### src/rtl/pipe_pkg.sv
// Shared definitions for the memory stage of the pipeline.
// Contents:
//   M_IDLE, M_WAIT - memory-stage FSM state encodings
//   WD_LIMIT       - watchdog threshold in consecutive un-acked wait cycles
//   exmem_t        - EX/MEM pipeline register payload
//   memwb_t        - MEM/WB pipeline register payload
package pipe_pkg;

    localparam logic M_IDLE = 1'b0;
    localparam logic M_WAIT = 1'b1;

    localparam logic [7:0] WD_LIMIT = 8'd255;

    typedef struct packed {
        logic        wreg;
        logic        m2reg;
        logic        wmem;
        logic [31:0] alu;
        logic [31:0] b;
        logic [4:0]  rn;
    } exmem_t;

    typedef struct packed {
        logic        wreg;
        logic        m2reg;
        logic [31:0] mo;
        logic [31:0] alu;
        logic [4:0]  rn;
    } memwb_t;

endpackage

### src/rtl/pipemem_if.sv
// Data-memory bus between the memory stage (master) and the data memory (slave).
// Signals:
//   dmem_req   - access in progress (master -> slave)
//   dmem_we    - access is a store (master -> slave)
//   dmem_addr  - byte address (master -> slave)
//   dmem_wdata - store data (master -> slave)
//   dmem_rdata - load data, valid with dmem_ack (slave -> master)
//   dmem_ack   - access completion strobe (slave -> master)
interface pipemem_if;

    logic        dmem_req;
    logic        dmem_we;
    logic [31:0] dmem_addr;
    logic [31:0] dmem_wdata;
    logic [31:0] dmem_rdata;
    logic        dmem_ack;

    modport master (
        output dmem_req,
        output dmem_we,
        output dmem_addr,
        output dmem_wdata,
        input  dmem_rdata,
        input  dmem_ack
    );

    modport slave (
        input  dmem_req,
        input  dmem_we,
        input  dmem_addr,
        input  dmem_wdata,
        output dmem_rdata,
        output dmem_ack
    );

endinterface

### src/rtl/pipereg_en.sv
// Generic pipeline register with load enable, bubble insertion and asynchronous clear.
// Ports:
//   clk      - rising-edge clock
//   rst_n    - asynchronous active-low clear (register -> 0)
//   i_en     - load i_d on the next edge
//   i_bubble - load all-zero on the next edge; overrides i_en
//   i_d      - next value
//   o_q      - current value
module pipereg_en #(
    parameter int unsigned Width = 32
) (
    input  logic             clk,
    input  logic             rst_n,
    input  logic             i_en,
    input  logic             i_bubble,
    input  logic [Width-1:0] i_d,
    output logic [Width-1:0] o_q
);

    logic [Width-1:0] r_q;

    always_ff @(posedge clk or negedge rst_n) begin
        if (!rst_n) begin
            r_q <= '0;
        end else if (i_bubble) begin
            r_q <= '0;
        end else if (i_en) begin
            r_q <= i_d;
        end
    end

    assign o_q = r_q;

endmodule

### src/rtl/pipemem.sv
// Memory stage of a five-stage pipeline: EX/MEM register, data-memory handshake FSM,
// MEM/WB register, pipeline freeze request and a sticky watchdog on slow memory.
// Ports:
//   clock, resetn            - rising-edge clock, asynchronous active-low reset
//   ewreg/em2reg/ewmem       - EX-stage control (register write, load, store)
//   ealu, eb, ern            - EX-stage ALU result/address, store data, destination
//   dmem                     - data-memory bus (master side)
//   mwreg/mm2reg/mwmem/malu/mb/mrn - EX/MEM register contents
//   wwreg/wm2reg/wmo/walu/wrn      - MEM/WB register contents
//   mem_stall                - freeze request for PC, IF/ID, ID/EX and EX
//   mem_err                  - sticky watchdog error
module pipemem
    import pipe_pkg::*;
(
    input  logic             clock,
    input  logic             resetn,
    input  logic             ewreg,
    input  logic             em2reg,
    input  logic             ewmem,
    input  logic [31:0]      ealu,
    input  logic [31:0]      eb,
    input  logic [4:0]       ern,
    pipemem_if.master        dmem,
    output logic             mwreg,
    output logic             mm2reg,
    output logic             mwmem,
    output logic [31:0]      malu,
    output logic [31:0]      mb,
    output logic [4:0]       mrn,
    output logic             wwreg,
    output logic             wm2reg,
    output logic [31:0]      wmo,
    output logic [31:0]      walu,
    output logic [4:0]       wrn,
    output logic             mem_stall,
    output logic             mem_err
);

    logic       r_state;
    logic       w_state_d;
    logic [7:0] r_wd_cnt;
    logic [7:0] w_wd_cnt_d;
    logic       r_mem_err;
    logic       w_memop;
    logic       w_in_wait;
    logic       w_em_en;
    exmem_t     w_em_d;
    exmem_t     w_em_q;
    memwb_t     w_mw_d;
    memwb_t     w_mw_q;

    // EX/MEM register: frozen while the stage is stalled
    always_comb begin
        w_em_d       = '0;
        w_em_d.wreg  = ewreg;
        w_em_d.m2reg = em2reg;
        w_em_d.wmem  = ewmem;
        w_em_d.alu   = ealu;
        w_em_d.b     = eb;
        w_em_d.rn    = ern;
    end

    assign w_em_en = ~mem_stall;

    pipereg_en #(
        .Width ($bits(exmem_t))
    ) u_exmem (
        .clk      (clock),
        .rst_n    (resetn),
        .i_en     (w_em_en),
        .i_bubble (1'b0),
        .i_d      (w_em_d),
        .o_q      (w_em_q)
    );

    assign w_memop   = w_em_q.m2reg | w_em_q.wmem;
    assign w_in_wait = (r_state == M_WAIT);

    // Handshake FSM; ack only matters in M_WAIT
    always_comb begin
        w_state_d = r_state;
        case (r_state)
            M_IDLE:  if (w_memop)       w_state_d = M_WAIT;
            M_WAIT:  if (dmem.dmem_ack) w_state_d = M_IDLE;
            default: w_state_d = M_IDLE;
        endcase
    end

    // The first stall cycle is spent in M_IDLE launching the access, so every memop
    // costs one cycle even against a zero-wait memory.
    assign mem_stall = (~w_in_wait & w_memop) | (w_in_wait & ~dmem.dmem_ack);

    // Watchdog: saturates at WD_LIMIT so it cannot wrap during a very long wait
    always_comb begin
        w_wd_cnt_d = '0;
        if (w_in_wait && !dmem.dmem_ack) begin
            w_wd_cnt_d = (r_wd_cnt == WD_LIMIT) ? r_wd_cnt : r_wd_cnt + 8'd1;
        end
    end

    always_ff @(posedge clock or negedge resetn) begin
        if (!resetn) begin
            r_state   <= M_IDLE;
            r_wd_cnt  <= '0;
            r_mem_err <= 1'b0;
        end else begin
            r_state   <= w_state_d;
            r_wd_cnt  <= w_wd_cnt_d;
            r_mem_err <= r_mem_err | (w_wd_cnt_d == WD_LIMIT);
        end
    end

    // Address/data come straight from the frozen EX/MEM register, so they stay
    // stable for the whole wait interval.
    assign dmem.dmem_req   = w_in_wait;
    assign dmem.dmem_we    = w_in_wait & w_em_q.wmem;
    assign dmem.dmem_addr  = w_em_q.alu;
    assign dmem.dmem_wdata = w_em_q.b;

    // MEM/WB register: a stalled edge writes a bubble
    always_comb begin
        w_mw_d       = '0;
        w_mw_d.wreg  = w_em_q.wreg;
        w_mw_d.m2reg = w_em_q.m2reg;
        w_mw_d.mo    = dmem.dmem_rdata;
        w_mw_d.alu   = w_em_q.alu;
        w_mw_d.rn    = w_em_q.rn;
    end

    pipereg_en #(
        .Width ($bits(memwb_t))
    ) u_memwb (
        .clk      (clock),
        .rst_n    (resetn),
        .i_en     (1'b1),
        .i_bubble (mem_stall),
        .i_d      (w_mw_d),
        .o_q      (w_mw_q)
    );

    assign mwreg   = w_em_q.wreg;
    assign mm2reg  = w_em_q.m2reg;
    assign mwmem   = w_em_q.wmem;
    assign malu    = w_em_q.alu;
    assign mb      = w_em_q.b;
    assign mrn     = w_em_q.rn;
    assign wwreg   = w_mw_q.wreg;
    assign wm2reg  = w_mw_q.m2reg;
    assign wmo     = w_mw_q.mo;
    assign walu    = w_mw_q.alu;
    assign wrn     = w_mw_q.rn;
    assign mem_err = r_mem_err;

endmodule

### src/flat_wrapper.sv
// flat-port wrapper written by rule: the top's interface ports become plain ports
module pipemem_flat import pipe_pkg::*;
  (clock, resetn, ewreg, em2reg, ewmem, ealu, eb, ern, mwreg, mm2reg, mwmem, malu, mb, mrn, wwreg, wm2reg, wmo, walu, wrn, mem_stall, mem_err, dmem_dmem_req, dmem_dmem_we, dmem_dmem_addr, dmem_dmem_wdata, dmem_dmem_rdata, dmem_dmem_ack);
  pipemem_if dmem_i ();
  input  logic clock;
  input  logic resetn;
  input  logic ewreg;
  input  logic em2reg;
  input  logic ewmem;
  input  logic [31:0] ealu;
  input  logic [31:0] eb;
  input  logic [4:0] ern;
  output logic mwreg;
  output logic mm2reg;
  output logic mwmem;
  output logic [31:0] malu;
  output logic [31:0] mb;
  output logic [4:0] mrn;
  output logic wwreg;
  output logic wm2reg;
  output logic [31:0] wmo;
  output logic [31:0] walu;
  output logic [4:0] wrn;
  output logic mem_stall;
  output logic mem_err;
  output wire logic [$bits(dmem_i.dmem_req)-1:0] dmem_dmem_req;
  output wire logic [$bits(dmem_i.dmem_we)-1:0] dmem_dmem_we;
  output wire logic [$bits(dmem_i.dmem_addr)-1:0] dmem_dmem_addr;
  output wire logic [$bits(dmem_i.dmem_wdata)-1:0] dmem_dmem_wdata;
  input wire logic [$bits(dmem_i.dmem_rdata)-1:0] dmem_dmem_rdata;
  input wire logic [$bits(dmem_i.dmem_ack)-1:0] dmem_dmem_ack;
  assign dmem_dmem_req = dmem_i.dmem_req;
  assign dmem_dmem_we = dmem_i.dmem_we;
  assign dmem_dmem_addr = dmem_i.dmem_addr;
  assign dmem_dmem_wdata = dmem_i.dmem_wdata;
  assign dmem_i.dmem_rdata = dmem_dmem_rdata;
  assign dmem_i.dmem_ack = dmem_dmem_ack;
  pipemem u_core (.clock(clock), .resetn(resetn), .ewreg(ewreg), .em2reg(em2reg), .ewmem(ewmem), .ealu(ealu), .eb(eb), .ern(ern), .dmem(dmem_i), .mwreg(mwreg), .mm2reg(mm2reg), .mwmem(mwmem), .malu(malu), .mb(mb), .mrn(mrn), .wwreg(wwreg), .wm2reg(wm2reg), .wmo(wmo), .walu(walu), .wrn(wrn), .mem_stall(mem_stall), .mem_err(mem_err));
endmodule
### config.mk
export PLATFORM = sky130hd
export DESIGN_NAME = pipemem_flat
export DESIGN_NICKNAME = d
export VERILOG_FILES = /design/src/rtl/pipe_pkg.sv /design/src/rtl/pipemem_if.sv /design/src/rtl/pipereg_en.sv /design/src/rtl/pipemem.sv /design/src/flat_wrapper.sv
export SDC_FILE = /design/constraint.sdc
export NUM_CORES = 1
export LEC_CHECK = 0
export CORE_UTILIZATION = 35
export DETAILED_ROUTE_END_ITERATION = 10
export PLACE_DENSITY = 0.7
export SLEW_MARGIN = 0
export SYNTH_ARGS = -nofsm -noshare
export SYNTH_HDL_FRONTEND = slang
export SYNTH_SLANG_ARGS = --single-unit
### constraint.sdc
create_clock -name clock -period 3.6 [get_ports clock]
set_input_delay 0.36 -clock clock [delete_from_list [all_inputs] [get_ports clock]]
set_output_delay 0.36 -clock clock [all_outputs]
set_load 0.02 [all_outputs]
==> flow_metrics.tcl <==
set metrics [dict create \
    status "complete, but fails checks" \
    failed_checks "negative hold slack" \
    cp.required_ns 3.24 \
    wl_per_cell_microns 14.3 \
    synth-edff-count 0 \
    holdBufCountCts 0 \
    p_sw_share_pct 40.0 \
    drt_pre_antenna_iters 4 \
    synth_top_family_by_area "simple AND/OR/NAND/NOR gates" \
    fin_ws_ns 1.26 \
    relSlewSlack_pct 43.9 \
    rows 47 \
    vias 4530 \
    maxCapViolations 0 \
    port_buffers 317 \
    synth_commonest_cells "nand2_1, dfrtp_1, and2_1" \
    netlist.area_leader.share_pct 63.7 \
    cp_data_arrival_time_ns 1.98 \
    synth-compound-area-share_pct 1.56 \
    seq_area_sq_um 3830 \
    hold_path.class "in2async" \
    place_congestion 0.760 \
    ys.flop_type "dfrtp_1" \
    fin_crit_ns 2.34 \
    grt_max_degree 143 \
    num_antenna_cells 0 \
    stdcell_count 1063 \
    yosysUniqueCellTypes 34 \
    layout-drive-gt1-share_pct 4.39 \
    fin_worst_skew_ns 0.00697 \
    cts_tree "built" \
    dp_slack_ns 1.27 \
    yosysMostFrequentCell "nand2_1" \
    synth_xor_area_share_pct 0.292 \
    synth_simple_gate_area_share_pct 23.7 \
    maxSlewViolCount 0 \
    grt_pass1_wl_microns 23900 \
    dr.first_iter.drc_count 260 \
    combPwrFrac_pct 51.4 \
    cp-start-kind "flop" \
    antenna_found_initial 0 \
    clkTransAtPathRegs_ns 0.06 \
    fillers 1471 \
    finalWirelength_microns 15200 \
    final_hold_viol_count 12 \
    critPathCaptureType "output pin" \
    tightest_slew_ns 0.841 \
    route.detailed.drc 0 \
    synth.area.top_cells "dfrtp_1, nand2_1, buf_4, and2_1, buf_2" \
    ctsResizeCount 0 \
    multi_input_area_sq_um 1570 \
    synthAdderAreaFrac_pct 0.208 \
    cts.sinks 153 \
    via_per_inst 4.26 \
    core_area_sq_um 16600 \
    clockPowerShare_pct 17.9 \
    cts_buffers 17 \
    final.period_utilization_pct 65.1 \
    die_area_sq_um 17700 \
    synthesis.area_sq_um 6010 \
    p_leak_nw 4.39 \
    post_synth_mux_area_share_pct 0.333 \
    place_hpwl_microns 10500 \
    ir_drop_v 0.000782 \
    p_int_w 0.00576 \
    yosysSeqAreaShare_pct 63.7 \
    crit_fanout 9 \
    fin_area_sq_um 9480 \
    dieWidth_microns 133 \
    synth_largest_area_cell "dfrtp_1" \
    p_switching_w 0.00384 \
    grt_pass1_vias 4333 \
    cts_setup_buffers 0 \
    nets 938 \
    synthCells 580 \
    overflow 0 \
    pwr-share-seq_pct 30.6 \
    power_density_nw_per_um2 1010 \
    setup_viol 0 \
    grt_usage_pct 17.7 \
    syn_nets 688 \
    initial_core_util_pct 36.1 \
    holdWs_ns -0.0191 \
    clock.fmax_mhz 427 \
    cts_max_level 4 \
    dpl_cell_area_sq_um 8900 \
    boundaryPins 318 \
    path_class "reg2out" \
    cts_root_buf "clkbuf_16" \
    async_flop_share_pct 100 \
    insertion_delay_ns 0.41 \
    yosys_warnings 0 \
    rsz0062_at_grt "false" \
    ys_ff_latch 153 \
    syn_avg_cell_area_sq_um 10.4 \
    dp.cells 1031 \
    setup_tns_ns 0 \
    clock_path_buffers 2 \
    die_h_microns 133 \
    antenna_left 0 \
    syn2layout_area_growth_pct 57.7 \
]
==> state kept, by name (all words and copies together), names as in the netlist <==
| register | flops |
|---|---|
| u_core.dmem.dmem_req | 1 |
| u_core.mem_err | 1 |
| u_core.u_memwb.o_q | 71 |
| u_core.r_wd_cnt | 8 |
| u_core.u_exmem.o_q | 72 |
==> critical path, stage by stage (launching register included) <==
cell	delay, ns
dfrtp_1	0.43
nand2b_1	0.26
o21a_4	0.22
inv_2	0.05
clkdlybuf4s50_1	0.62
==> cell families after synthesis <==
family,Yosys count
DFF,153
xor gates and xnor gates,2
buffers and inverters,90
adders and majority gates,1
muxes,2
AOI/OAI and AO/OA,14
and+or+nand+nor,318
==> final timing paths <==
check	endpoint	from	slack (ns)	depth (start not counted)
setup / recovery	mem_stall	u_core.dmem.dmem_req$_DFF_PN0_	1.26	4
hold / removal	u_core.u_exmem.o_q[28]$_DFFE_PN0N_	resetn	-0.02	1
setup reg to reg	u_core.u_exmem.o_q[55]$_DFFE_PN0N_	u_core.dmem.dmem_req$_DFF_PN0_	1.67	6
hold reg to reg	u_core.u_exmem.o_q[0]$_DFFE_PN0N_	u_core.u_exmem.o_q[0]$_DFFE_PN0N_	0.48	2
max in group asynchronous	u_core.r_wd_cnt[6]$_DFF_PN0_	resetn	2.73	2
min in group clock	u_core.u_exmem.o_q[2]$_DFFE_PN0N_	ern[2]	0.47	3
==> through the flow <==
step	utilization [%]	power, W	hold slack (ns)
final	56.9	0.00960	-0.0191
after global routing	56.9	0.0102	0.0397
after CTS	56.9	0.00974	0.0114
after detailed placement	53.5	0.00797	0.458
after global placement	53.5	0.00791	0.457
after floorplan	-	0.00583	0.0644
==> power groups by stage <==
stage	combinational (W)	sequential (W)	clock [W]
final	0.00494	0.00294	0.00172
after global routing	0.00529	0.00304	0.00184
after CTS	0.00501	0.00296	0.00177
after detailed placement	0.00499	0.00298	0
after global placement	0.00494	0.00297	0
after floorplan	0.00212	0.00370	0
==> cells in the final DEF, fill, tap and decap left out, types with 3 or more instances in the layout <==
cell type | netlist | routed
a21oi_1 | 3 | 3
and2_1 | 73 | 73
clkbuf_1 | 6 | 5
clkbuf_16 | 0 | 17
clkdlybuf4s50_1 | 0 | 316
dfrtp_1 | 153 | 153
inv_6 | 0 | 3
nand2_1 | 223 | 223
nand3_1 | 4 | 4
nor2_1 | 6 | 6
==> cell type report <==
type / count / share of cell area [%]
multi-input cells: 337 / 16.6
flip-flops and latches: 153 / 40.4
clock buffers: 23 / 4.83
clock inverters: 9 / 1.21
well taps: 220 / 2.91
inverters: 1 / 0.0396
repair buffers: 320 / 34.0
==> layer usage <==
metal	routed length, microns	track usage (%)	vias to the layer above	share of wire (%)
li1	-	-	2222	-
met2	7850	29.5	152	52
met1	6130	21.6	2138	40
met5	0	0	-	0
met4	240	6.26	0	1.6
met3	989	5.40	18	6.5
No activity file was read; power rests on OpenSTA's default activity.
